[src/rtl/rr_onehot_arbiter.sv]
// Round-robin arbiter with a registered one-hot grant, hold-until-ack semantics
// and a forced release (with a one-cycle timeout_err pulse) after MAX_HOLD cycles.
`timescale 1ns/1ps
module rr_onehot_arbiter #(
  parameter int N        = 5,
  parameter int MAX_HOLD = 15
) (
  input  logic                 clk,
  input  logic                 rst_n,
  input  logic [N-1:0]         req,
  input  logic                 ack,
  output logic [N-1:0]         gnt,
  output logic                 gnt_valid,
  output logic [$clog2(N)-1:0] gnt_idx,
  output logic                 timeout_err
);
  localparam int IW = $clog2(N);
  localparam int HW = $clog2(MAX_HOLD);

  typedef enum logic {IDLE = 1'b0, GRANT = 1'b1} state_t;

  state_t         state_q, state_d;
  logic [IW-1:0]  ptr_q, ptr_d;
  logic [HW-1:0]  hold_cnt_q, hold_cnt_d;
  logic [N-1:0]   gnt_q, gnt_d;
  logic           gnt_valid_q, gnt_valid_d;
  logic [IW-1:0]  gnt_idx_q, gnt_idx_d;
  logic           timeout_err_q, timeout_err_d;

  logic [N-1:0]   req_clean;
  logic [IW-1:0]  next_ptr, start, win_idx;
  logic           win_found, forced, release_now;

  // Only a definite 1 counts as a request, so X/Z request bits never reach gnt.
  always_comb begin
    for (int i = 0; i < N; i++) begin
      req_clean[i] = (req[i] === 1'b1);
    end
  end

  assign next_ptr = (gnt_idx_q == IW'(N - 1)) ? '0 : gnt_idx_q + 1'b1;
  assign forced      = (state_q == GRANT) && !ack && (hold_cnt_q == HW'(MAX_HOLD - 1));
  assign release_now = (state_q == GRANT) && (ack || forced);
  // A release searches from the slot after the current winner, same edge.
  assign start       = (state_q == GRANT) ? next_ptr : ptr_q;

  // Scan from the far end so the lowest rotated offset is written last and wins.
  always_comb begin
    int j;
    j         = 0;
    win_found = 1'b0;
    win_idx   = '0;
    for (int k = N - 1; k >= 0; k--) begin
      j = int'(start) + k;
      if (j >= N) j = j - N;
      if (req_clean[j]) begin
        win_found = 1'b1;
        win_idx   = IW'(j);
      end
    end
  end

  always_comb begin
    state_d       = state_q;
    ptr_d         = ptr_q;
    hold_cnt_d    = hold_cnt_q;
    gnt_d         = gnt_q;
    gnt_valid_d   = gnt_valid_q;
    gnt_idx_d     = gnt_idx_q;
    timeout_err_d = forced;
    if (state_q == IDLE || release_now) begin
      if (release_now) ptr_d = next_ptr;
      hold_cnt_d = '0;
      if (win_found) begin
        state_d     = GRANT;
        gnt_d       = {{(N-1){1'b0}}, 1'b1} << win_idx;
        gnt_valid_d = 1'b1;
        gnt_idx_d   = win_idx;
      end else begin
        state_d     = IDLE;
        gnt_d       = '0;
        gnt_valid_d = 1'b0;
        gnt_idx_d   = '0;
      end
    end else begin
      hold_cnt_d = hold_cnt_q + 1'b1;
    end
  end

  always_ff @(posedge clk or negedge rst_n) begin
    if (!rst_n) begin
      state_q       <= IDLE;
      ptr_q         <= '0;
      hold_cnt_q    <= '0;
      gnt_q         <= '0;
      gnt_valid_q   <= 1'b0;
      gnt_idx_q     <= '0;
      timeout_err_q <= 1'b0;
    end else begin
      state_q       <= state_d;
      ptr_q         <= ptr_d;
      hold_cnt_q    <= hold_cnt_d;
      gnt_q         <= gnt_d;
      gnt_valid_q   <= gnt_valid_d;
      gnt_idx_q     <= gnt_idx_d;
      timeout_err_q <= timeout_err_d;
    end
  end

  assign gnt         = gnt_q;
  assign gnt_valid   = gnt_valid_q;
  assign gnt_idx     = gnt_idx_q;
  assign timeout_err = timeout_err_q;
endmodule

[config.mk]
export PLATFORM = sky130hd
export DESIGN_NAME = rr_onehot_arbiter
export DESIGN_NICKNAME = d
export VERILOG_FILES = /design/src/rtl/rr_onehot_arbiter.sv
export SDC_FILE = /design/constraint.sdc
export NUM_CORES = 1
export LEC_CHECK = 0
export ABC_AREA = 1
export BUFFER_PORTS_ARGS = -buffer_cell sky130_fd_sc_hd__buf_2
export CORE_MARGIN = 1
export CORE_UTILIZATION = 49
export CTS_BUF_LIST = sky130_fd_sc_hd__clkbuf_16
export DETAILED_ROUTE_END_ITERATION = 12
export PLACE_DENSITY = 0.68
export SLEW_MARGIN = 20
export SYNTH_ARGS = -nofsm -noshare
export SYNTH_HDL_FRONTEND = slang
export SYNTH_SLANG_ARGS = --single-unit
[constraint.sdc]
create_clock -name clk -period 3.2 [get_ports clk]
set_input_delay 0.64 -clock clk [delete_from_list [all_inputs] [get_ports clk]]
set_output_delay 0.64 -clock clk [all_outputs]
set_load 0.01 [all_outputs]
==> results of run 1 <==
==> registers in the layout, indices dropped and copies added, names as in the netlist <==
register and count:
gnt_idx 3, gnt_valid 1, timeout_err 1, ptr_q 3
hold_cnt_q 4, gnt 5
==> worst max-delay path, cell delays in order, from the launching register on <==
cell       delay (ns)
dfrtp_1          0.40
inv_2            0.09
ha_4             0.20
or2_1            0.24
o21ai_4          0.11
ha_1             0.18
inv_1            0.07
ha_4             0.29
inv_1            0.06
o2111ai_1        0.29
nand3_1          0.11
nand3_1          0.11
nand3_2          0.12
nand2_2          0.11
nand2_1          0.05
nand3_1          0.08
nand2_2          0.07
nand2_1          0.07
nand2_2          0.06
nand2_1          0.08
o21ai_2          0.07
==> placed cells by master, fill, tap and decap left out, types with 2 or more instances in the layout <==
cell type and n:
nand2_2 18, a21oi_2 2, dfrtp_1 17, nand3_2 4, nand2_1 72, or2_1 2, inv_1 31, o21ai_1 4
nor2_1 19, nand2_4 2, buf_2 17, ha_4 3, nor2_2 2, o21ai_0 6, clkbuf_16 3, nand3_1 53
inv_2 5, nand4_1 2, ha_1 12, nor3_2 2, a21oi_1 8, o21ai_2 3, buf_4 13
==> layout make-up <==
cell class              instances  area, sq um  area share, %
multi-input cells             227         1350           60.2
well taps                      46         57.6           2.56
clock buffers                   3         75.1           3.34
inverters                      36          138           6.13
repair buffers                 31          194           8.64
clock inverters                 1         3.75          0.167
flip-flops and latches         17          425           18.9
==> through the flow <==
stage | setup TNS, ns | utilization, % | hold slack [ns]
after global routing | -0.0389 | 65.2 | 0.335
after floorplan | 0 | - | 0.344
after CTS | 0 | 60.9 | 0.317
after detailed placement | 0 | 58.4 | 0.470
after global placement | 0 | 58.4 | 0.463
final | 0 | 65.2 | 0.300
==> cells by family after synthesis <==
group / share of synthesized area [%]
AND/OR/NAND/NOR: 45.8
adder cells (fa/ha/maj): 11.0
XOR/XNOR: 1.45
multiplexers: 0.619
flip-flops: 23.4
AO/OA/AOI/OAI: 9.22
buffers and inverters: 8.47
==> metal layers <==
metal / global-route usage (%) / vias up
li1: - / 982
met1: 36.1 / 810
met2: 37.0 / 33
met3: 3.65 / 4
met4: 6.10 / 0
met5: 0 / -
==> worst max path at each step <==
stage / from / to / slack [ns] / cells past startpoint
after global routing: gnt_idx[0] / gnt[0] / -0.03 / 23
after floorplan: gnt_idx[0] / gnt[2] / 0.21 / 21
final: gnt_idx[0] / gnt_idx[1] / 0.21 / 20
after CTS: gnt_idx[0] / gnt_idx[1] / 0.01 / 24
after detailed placement: gnt_idx[0] / gnt_idx[1] / 0.007 / 21
after global placement: gnt_idx[0] / gnt_idx[1] / 0.02 / 21
==> repair_timing <==
item | in CTS | in global routing
hold endpoints to repair | 0 | 0
pin swaps | 0 | 6
setup buffers | 0 | 5
resized for setup | 1 | 27
endpoints found under the setup margin | 2 | 9
==> out/qor.txt, run 1 <==
N_diodes - 0
CP endpoint kind - flop
Initial antenna violation count - 0
Synth Register Bits - 17
Met3 wire length - 154 um
Minimum clock period - 2.99 ns
Total number of vias - 1829
Layout cell share with drive strength beyond 1 - 26.7%
Area leader, netlist - dfrtp_1
Area Overhead vs Synth - 23.5%
Post-Syn Area - 1820 sq um
Cell Count, Final, Fillers Out - 361
Top FF cell, synth - dfrtp_1
Ys Warns - 0
Routed length on met1 - 2310 um
Rel. slew slack - 62.5%
Max Freq - 0.334 GHz
Die Wd - 62.9 um
Least-Margin Pin Slew - 0.561 ns
Pre-CTS setup slack - 0.00697 ns
Initial Utilization - 52.8%
Hold-fix buffers, CTS - 0
Max-slew violation count - 0
Vias per cell - 5.07
Clk_lat worst skew - 0.25 ns
Nets - 340
Port buffer count - 17
Die area - 3960 sq um
Syn Area/Cell - 6.45 sq um
Synth top area cells - dfrtp_1 23%, nand2_1 16%, nand3_1 15%
Total CTS buffers - 3
Syn Nets - 306
Critical Path AT - 3.12 ns
Cell row count - 21
Sequential area share after synthesis - 23.4%
Status - finished, final reports clean
EDFF count, synth - 0
Largest net degree at the start of global routing - 18
Synth top area share - 23.4%
CP Max Fanout - 4
WL/cell - 12.7 um
First-pass GRT wire length - 7800 um
DP Area - 2010 sq um
Placed instance count - 352
Final WS setup - 0.206 ns
Cells after synthesis - 282
Clk slew on worst S/H paths - 0.05 ns
Top Metal Used - met4
DR WL met2 - 2110 um
Clock skew - 0.000760 ns
Hold Fails Final Rpt - 0
Height of the chip - 62.9 um
H-tree lvl count - 1
Startpoint types - flop
Residual DRC count - 0
TritonCTS clock tree - built
Vias in the first global route - 1710
Grt ovf - 0
Synth cell types - 28
Total GRT Usage - 24.5%
Clock root buffer master - clkbuf_16
Post-synth top cells - 78 x nand2_1, 54 x nand3_1, 32 x inv_1, 21 x nor2_1, 17 x dfrtp_1
Fillers - 313
GP Congestion - 0.880
Async set-reset flop share out of synthesis - 100%
Hold/Removal Path Class - primary input to asynchronous set/reset pin
Worst r2r src - gnt_idx[0]
I/O Pins - 18
Detailed placer's ending HPWL - 3390 um
Final Cell Area - 2250 sq um
CTS Sinks - 17
Core box area - 3440 sq um
DR iter-0 viols - 78
Fin crit share - 93.6%
WS Path Type - flop to flop
Worst Reg-to-Reg Cells - 20
Max_cap viols - 0
Req. time, crit path - 3.32 ns
R2R setup slack - 0.21 ns
Top-count cell post-synth - nand2_1
Worst r2r dst - gnt_idx[1]
Routed WL - 4600 um
Final Setup Violations - 0
Final ANT Viol Nets - 0
Clock buffer depth - 2
DR pass1 iterations - 4
Power of run 1 is left out: the tool's default activity adds up to more than one toggle a clock period on the data nets, which glitch-free logic cannot reach.
==> run 2, diff against run 1 <==
- ABC_AREA: 1 -> not set
- PLACE_DENSITY: 0.68 -> 0.67
==> run 2 against run 1 <==
  * The flow now finishes with violations (setup timing)
  * Core utilization is 13 points higher
  * Design area increased by 43%
  * Clock skew rose by 0.0021 ns
==> out/qor.txt, run 2 <==
Register cell area after layout - 428 sq um (+0.59%)
N_diodes - 0 (unchanged)
Clock root buffer master - clkbuf_16
WS Path Type - flop to flop
Rel. slew slack - 64.9% (+2.5 points)
Failing checks - setup timing
EDFF count, synth - 0 (unchanged)
DR pass1 iterations - 5 (+1)
RSZ-0062 raised after global routing - yes
Synth Register Bits - 17 (unchanged)
Clk_lat worst skew - 0.25 ns (about the same)
Routed WL - 7010 um (+52%)
Gr busiest metal - met2
Hold-fix buffers, CTS - 0 (unchanged)
Setup TNS - -4.57 ns (-4.57 ns)
Startpoint types - flop
Met2 Use GR - 52.7% (+16 points)
Max-slew violation count - 0 (unchanged)
Port buffer count - 17 (unchanged)
Cell row count - 23 (+9.5%)
Async set-reset flop share out of synthesis - 100% (unchanged)
Max_cap viols - 0 (unchanged)
Fillers - 284 (-9.3%)
Layout cell share with drive strength beyond 1 - 47.1% (+20 points)
Hold Fails Final Rpt - 0 (unchanged)
DR iter-0 viols - 236 (+200%)
Top-count cell post-synth - nand2_1
Clock buffer depth - 2 (unchanged)
Most common cell after layout, fill and taps aside - buf_4
Syn Area/Cell - 8.30 sq um (+29%)
Largest net degree at the start of global routing - 21 (+3)
Core box area - 4120 sq um (+20%)
H-tree lvl count - 1 (unchanged)
Most frequent cells in the layout - 83 x buf_4, 21 x nand2_1, 17 x nor2_1, 17 x buf_2, 15 x dfrtp_1
Hold/Removal Path Class - primary input to asynchronous set/reset pin
Final ANT Viol Nets - 0 (unchanged)
Synth top area share - 19.6% (-3.8 points)
Synth top area cells - dfrtp_1 20%, ha_1 9.2%, mux2i_1 6.0%
Max FFs per register - 5 (unchanged)
Met3 GRT Util - 5.10% (+1.4 points)
Initial antenna violation count - 0 (unchanged)
Die area - 4690 sq um (+19%)
First-pass GRT wire length - 10800 um (+38%)
Vias per cell - 6.14 (+21%)
Fin crit share - 118% (+24 points)
Post-synth top cells - 22 x nand2_1, 19 x nor2_1, 17 x dfrtp_1, 16 x ha_1, 15 x o21ai_0
Multi-input gate area - 1840 sq um (+36%)
Critical Path AT - 3.94 ns (+0.82 ns)
Cells after synthesis - 261 (-7.4%)
CP Max Fanout - 5 (+1)
Area leader, netlist - dfrtp_1
GP Congestion - 0.978 (+11%)
Area Overhead vs Synth - 47.9%
Final WS setup - -0.565 ns (-0.770 ns)
Post-Syn Area - 2170 sq um (+19%)
Minimum clock period - 3.76 ns (+0.770 ns)
Residual DRC count - 0 (unchanged)
Total number of vias - 2499 (+37%)
Grt ovf - 0 (unchanged)
Detailed placer's ending HPWL - 5240 um (+55%)
I/O Pins - 18 (unchanged)
Die Wd - 68.5 um (+8.9%)
Pre-CTS setup slack - -0.553 ns (-0.560 ns)
Top FF cell, synth - dfrtp_1
Total CTS buffers - 3 (unchanged)
Clock skew - 0.00289 ns (+0.00213 ns)
Sequential area share after synthesis - 19.6% (-3.8 points)
Clk slew on worst S/H paths - 0.05 ns (about the same)
CTS Sinks - 17 (unchanged)
Nets - 382 (+12%)
Syn Nets - 285 (-6.9%)
Initial Utilization - 52.7% (-0.16 points)
Req. time, crit path - 3.38 ns (+0.06 ns)
Final Setup Violations - 9 (+9)
Synth cell types - 69 (+150%)
Status - complete, but fails checks
Fin util - 77.9% (+13 points)
Vias in the first global route - 2292 (+34%)
Height of the chip - 68.5 um (+8.9%)
Ys Warns - 0 (unchanged)
Max Freq - 0.266 GHz (-20%)
Least-Margin Pin Slew - 0.524 ns (-0.0373 ns)
WL/cell - 17.2 um (+35%)
Met1 Track Usage GR - 40.6% (+4.5 points)
Total GRT Usage - 31.1% (+6.6 points)
CP endpoint kind - flop
TritonCTS clock tree - built
-- run 2: changes by cell type in the layout (fill, tap and decap cells not counted), sizes merged, moves of 8 or more --
cell,before,now
buf,31,102
nand2,92,22
nand3,58,13
inv,37,15
mux2i,0,13
a211oi,0,10
mux2,1,9
-- run 2: critical path, cell delays in order, from the launching register on --
cell	delay, ns
dfrtp_2	0.43
inv_2	0.09
ha_4	0.20
mux2_4	0.29
buf_4	0.16
ha_1	0.34
buf_4	0.17
nor3_1	0.27
nand3_1	0.12
mux2_2	0.27
nand4_1	0.13
buf_4	0.15
a21bo_2	0.13
mux2i_1	0.26
a211oi_2	0.10
a221oi_1	0.23
buf_4	0.19
mux2_2	0.16
-- run 2: path summary, 6_finish.rpt --
path / slack, ns / cells past startpoint / endpoint / from
worst min-delay path: 0.31 / 1 / gnt[1] / rst_n
max in group asynchronous: 2.59 / 1 / gnt_idx[0] / rst_n
worst min register to register: 0.47 / 2 / gnt[0] / gnt[0]
worst max-delay path: -0.56 / 17 / gnt_idx[0] / gnt_idx[1]
min in group clk: 0.47 / 2 / gnt[0] / gnt[0]
worst max register to register: -0.56 / 17 / gnt_idx[0] / gnt_idx[1]
-- run 2: kinds of logic after synthesis --
group                    after synthesis  synth area share, %
AND/OR/NAND/NOR                       95                 23.0
multiplexers                          23                 11.9
flip-flops                            17                 19.6
buffers and inverters                 26                 4.97
AO/OA/AOI/OAI                         80                 29.6
XOR/XNOR                               4                 1.62
adder cells (fa/ha/maj)               16                 9.24
-- run 2: routing by layer --
metal,vias to the layer above,wire length [um]
met1,1178,3120
met2,104,3260
met5,-,0
met4,0,198
li1,1188,-
met3,29,427
-- run 2: through the flow --
stage / hold slack [ns] / instance area (sq um) / cells
6_report: 0.305 / 3210 / 407
5_1_grt: 0.333 / 3210 / 407
4_1_cts: 0.320 / 3130 / 405
3_5_place_dp: 0.462 / 2980 / 400
3_3_place_gp: 0.455 / 2980 / 400
2_1_floorplan: 0.344 / 2280 / 261
-- run 2: cell type report --
type	instances	share of cell area, %
Inverter	16	2.07
Timing Repair Buffer	102	22.8
Tap cell	50	1.95
Multi-Input combinational cell	218	57.4
Clock inverter	1	0.117
Sequential cell	17	13.3
Clock buffer	3	2.34
-- run 2: timing repair --
action	in CTS	in global routing
gates cloned	0	0
pin swaps	1	7
buffers inserted	1	2
resized for setup	12	16
endpoints found under the setup margin	9	9
Power of run 2 is left out for the same reason.
==> run 3, diff against run 2 <==
- SKIP_LAST_GASP: not set -> 1
==> run 3 against run 2 <==
  * The flow still finishes with violations (setup timing)
  * Non-clock buffer count is 1 lower
  * Sequential cell count is the same
  * Critical path depth unchanged
  * Die area unchanged
  * Global-route usage about the same
  * Hold slack got worse by 0.00057 ns
  * Critical path type unchanged
==> out/qor.txt, run 3 (synthesis gave the netlist of run 2 again) <==
N_diodes - 0 (unchanged)
Minimum clock period - 3.78 ns (+0.0194 ns)
DR iter-0 viols - 220 (-6.8%)
Area Overhead vs Synth - 46.6%
Residual DRC count - 0 (unchanged)
Most frequent cells in the layout - 84 x buf_4, 21 x nand2_1, 17 x nor2_1, 17 x buf_2, 15 x dfrtp_1
Detailed placer's ending HPWL - 5240 um (unchanged)
Clk_lat worst skew - 0.25 ns (about the same)
Grt ovf - 0 (unchanged)
DP Area - 2980 sq um (unchanged)
Fillers - 289 (+1.8%)
Vias per cell - 6.12 (-0.32%)
Hold/Removal Path Class - primary input to asynchronous set/reset pin
DR pass1 iterations - 5 (unchanged)
Max Freq - 0.264 GHz (-0.51%)
Final Setup Violations - 9 (unchanged)
Critical Path AT - 3.96 ns (+0.02 ns)
H-tree lvl count - 1 (unchanged)
Vias in the first global route - 2287 (-0.22%)
CP Max Fanout - 5 (unchanged)
RSZ-0062 raised after global routing - yes
Total CTS buffers - 3 (unchanged)
WS Path Type - flop to flop
CTS Sinks - 17 (unchanged)
I/O Pins - 18 (unchanged)
Initial Utilization - 52.7% (unchanged)
Final ANT Viol Nets - 0 (unchanged)
Clk slew on worst S/H paths - 0.05 ns (about the same)
Failing checks - setup timing
Layout cell share with drive strength beyond 1 - 46.1% (-0.99 points)
Clock root buffer master - clkbuf_16
Final WS setup - -0.584 ns (-0.0194 ns)
Hold Fails Final Rpt - 0 (unchanged)
Req. time, crit path - 3.38 ns (about the same)
Port buffer count - 17 (unchanged)
Clock buffer depth - 2 (unchanged)
Startpoint types - flop
Hold-fix buffers, CTS - 0 (unchanged)
First-pass GRT wire length - 10800 um (-0.13%)
Total number of vias - 2485 (-0.56%)
Pre-CTS setup slack - -0.553 ns (unchanged)
Max-slew violation count - 0 (unchanged)
Status - complete, but fails checks
Least-Margin Pin Slew - 0.528 ns (+0.00351 ns)
Fin crit share - 118% (+0.60 points)
Height of the chip - 68.5 um (unchanged)
Rel. slew slack - 64.7% (-0.23 points)
Die area - 4690 sq um (unchanged)
Initial antenna violation count - 0 (unchanged)
Max FFs per register - 5 (unchanged)
Max_cap viols - 0 (unchanged)
Worst Reg-to-Reg Cells - 17 (unchanged)
Core box area - 4120 sq um (unchanged)
CP endpoint kind - flop
Clock skew - 0.00368 ns (+0.000791 ns)
Cell row count - 23 (unchanged)
Most common cell after layout, fill and taps aside - buf_4
Total GRT Usage - 31.1% (-0.035 points)
Nets - 381 (-0.26%)
Die Wd - 68.5 um (unchanged)
GP Congestion - 0.978 (unchanged)
WL/cell - 17.1 um (-0.78%)
TritonCTS clock tree - built
Final Cell Area - 3180 sq um (-0.90%)
Largest net degree at the start of global routing - 21 (unchanged)
Routed WL - 6940 um (-1.0%)
-- run 3: cell count changes in the layout (fill, tap and decap cells not counted) --
cell,delta
buf_6,-2
and2_1,+1
and2_2,-1
buf_4,+1
inv_1,+1
inv_2,-1
nand2b_1,+1
nand2b_4,-1
nor2b_2,+1
nor2b_4,-1
-- run 3: final cells by class --
class                      instances  area [sq um]  share of cell area, %
multi-input combinational        218          1830                   57.5
timing repair buffer             101           716                   22.5
clock buffer                       3          75.1                   2.36
inverter                          16          66.3                   2.09
tap                               50          62.6                   1.97
clock inverter                     1          3.75                  0.118
sequential                        17           428                   13.5
-- run 3: worst max-delay path, stage by stage, from the launching register on --
cell and delay [ns]:
dfrtp_2 0.43, inv_2 0.09, ha_4 0.20, mux2_4 0.30
buf_4 0.16, ha_1 0.34, buf_4 0.18, nor3_1 0.29
nand3_1 0.11, mux2_2 0.26, nand4_1 0.13, buf_4 0.14
a21bo_2 0.13, mux2i_1 0.26, a211oi_2 0.10, a221oi_1 0.24
buf_4 0.20, mux2_2 0.16
-- run 3: stage by stage --
step	std cells	utilization (%)	hold WS (ns)	TNS, ns
global placement	400	72.5	0.455	-3.82
detailed placement	400	72.5	0.462	-4.50
floorplan	261	-	0.344	-3.20
finish	406	77.2	0.304	-4.59
CTS	405	75.8	0.320	-4.39
global route	406	77.2	0.333	-5.96
-- run 3: timing repair --
item,in CTS,in global routing
endpoints found under the setup margin,9,9
gates resized for setup,10,12
pin swaps,1,6
setup buffers,1,1
-- run 3: path summary, 6_finish.rpt --
kind	start	endpoint	slack, ns
max	gnt_idx[1]	gnt_idx[0]	-0.58
min	rst_n	gnt[0]	0.30
max reg2reg	gnt_idx[1]	gnt_idx[0]	-0.58
min reg2reg	gnt[0]	gnt[0]	0.47
max in group asynchronous	rst_n	gnt_idx[0]	2.59
min in group clk	gnt[0]	gnt[0]	0.47
-- run 3: routing by layer --
layer | part of all wire, % | GRT usage, % | vias up | routed length [um]
li1 | - | - | 1185 | -
met1 | 43 | 40.9 | 1162 | 2990
met2 | 47 | 52.7 | 117 | 3240
met3 | 8.1 | 4.93 | 21 | 562
met4 | 2.1 | 7.81 | 0 | 145
met5 | 0 | 0 | - | 0
Power of run 3 is left out for the same reason.
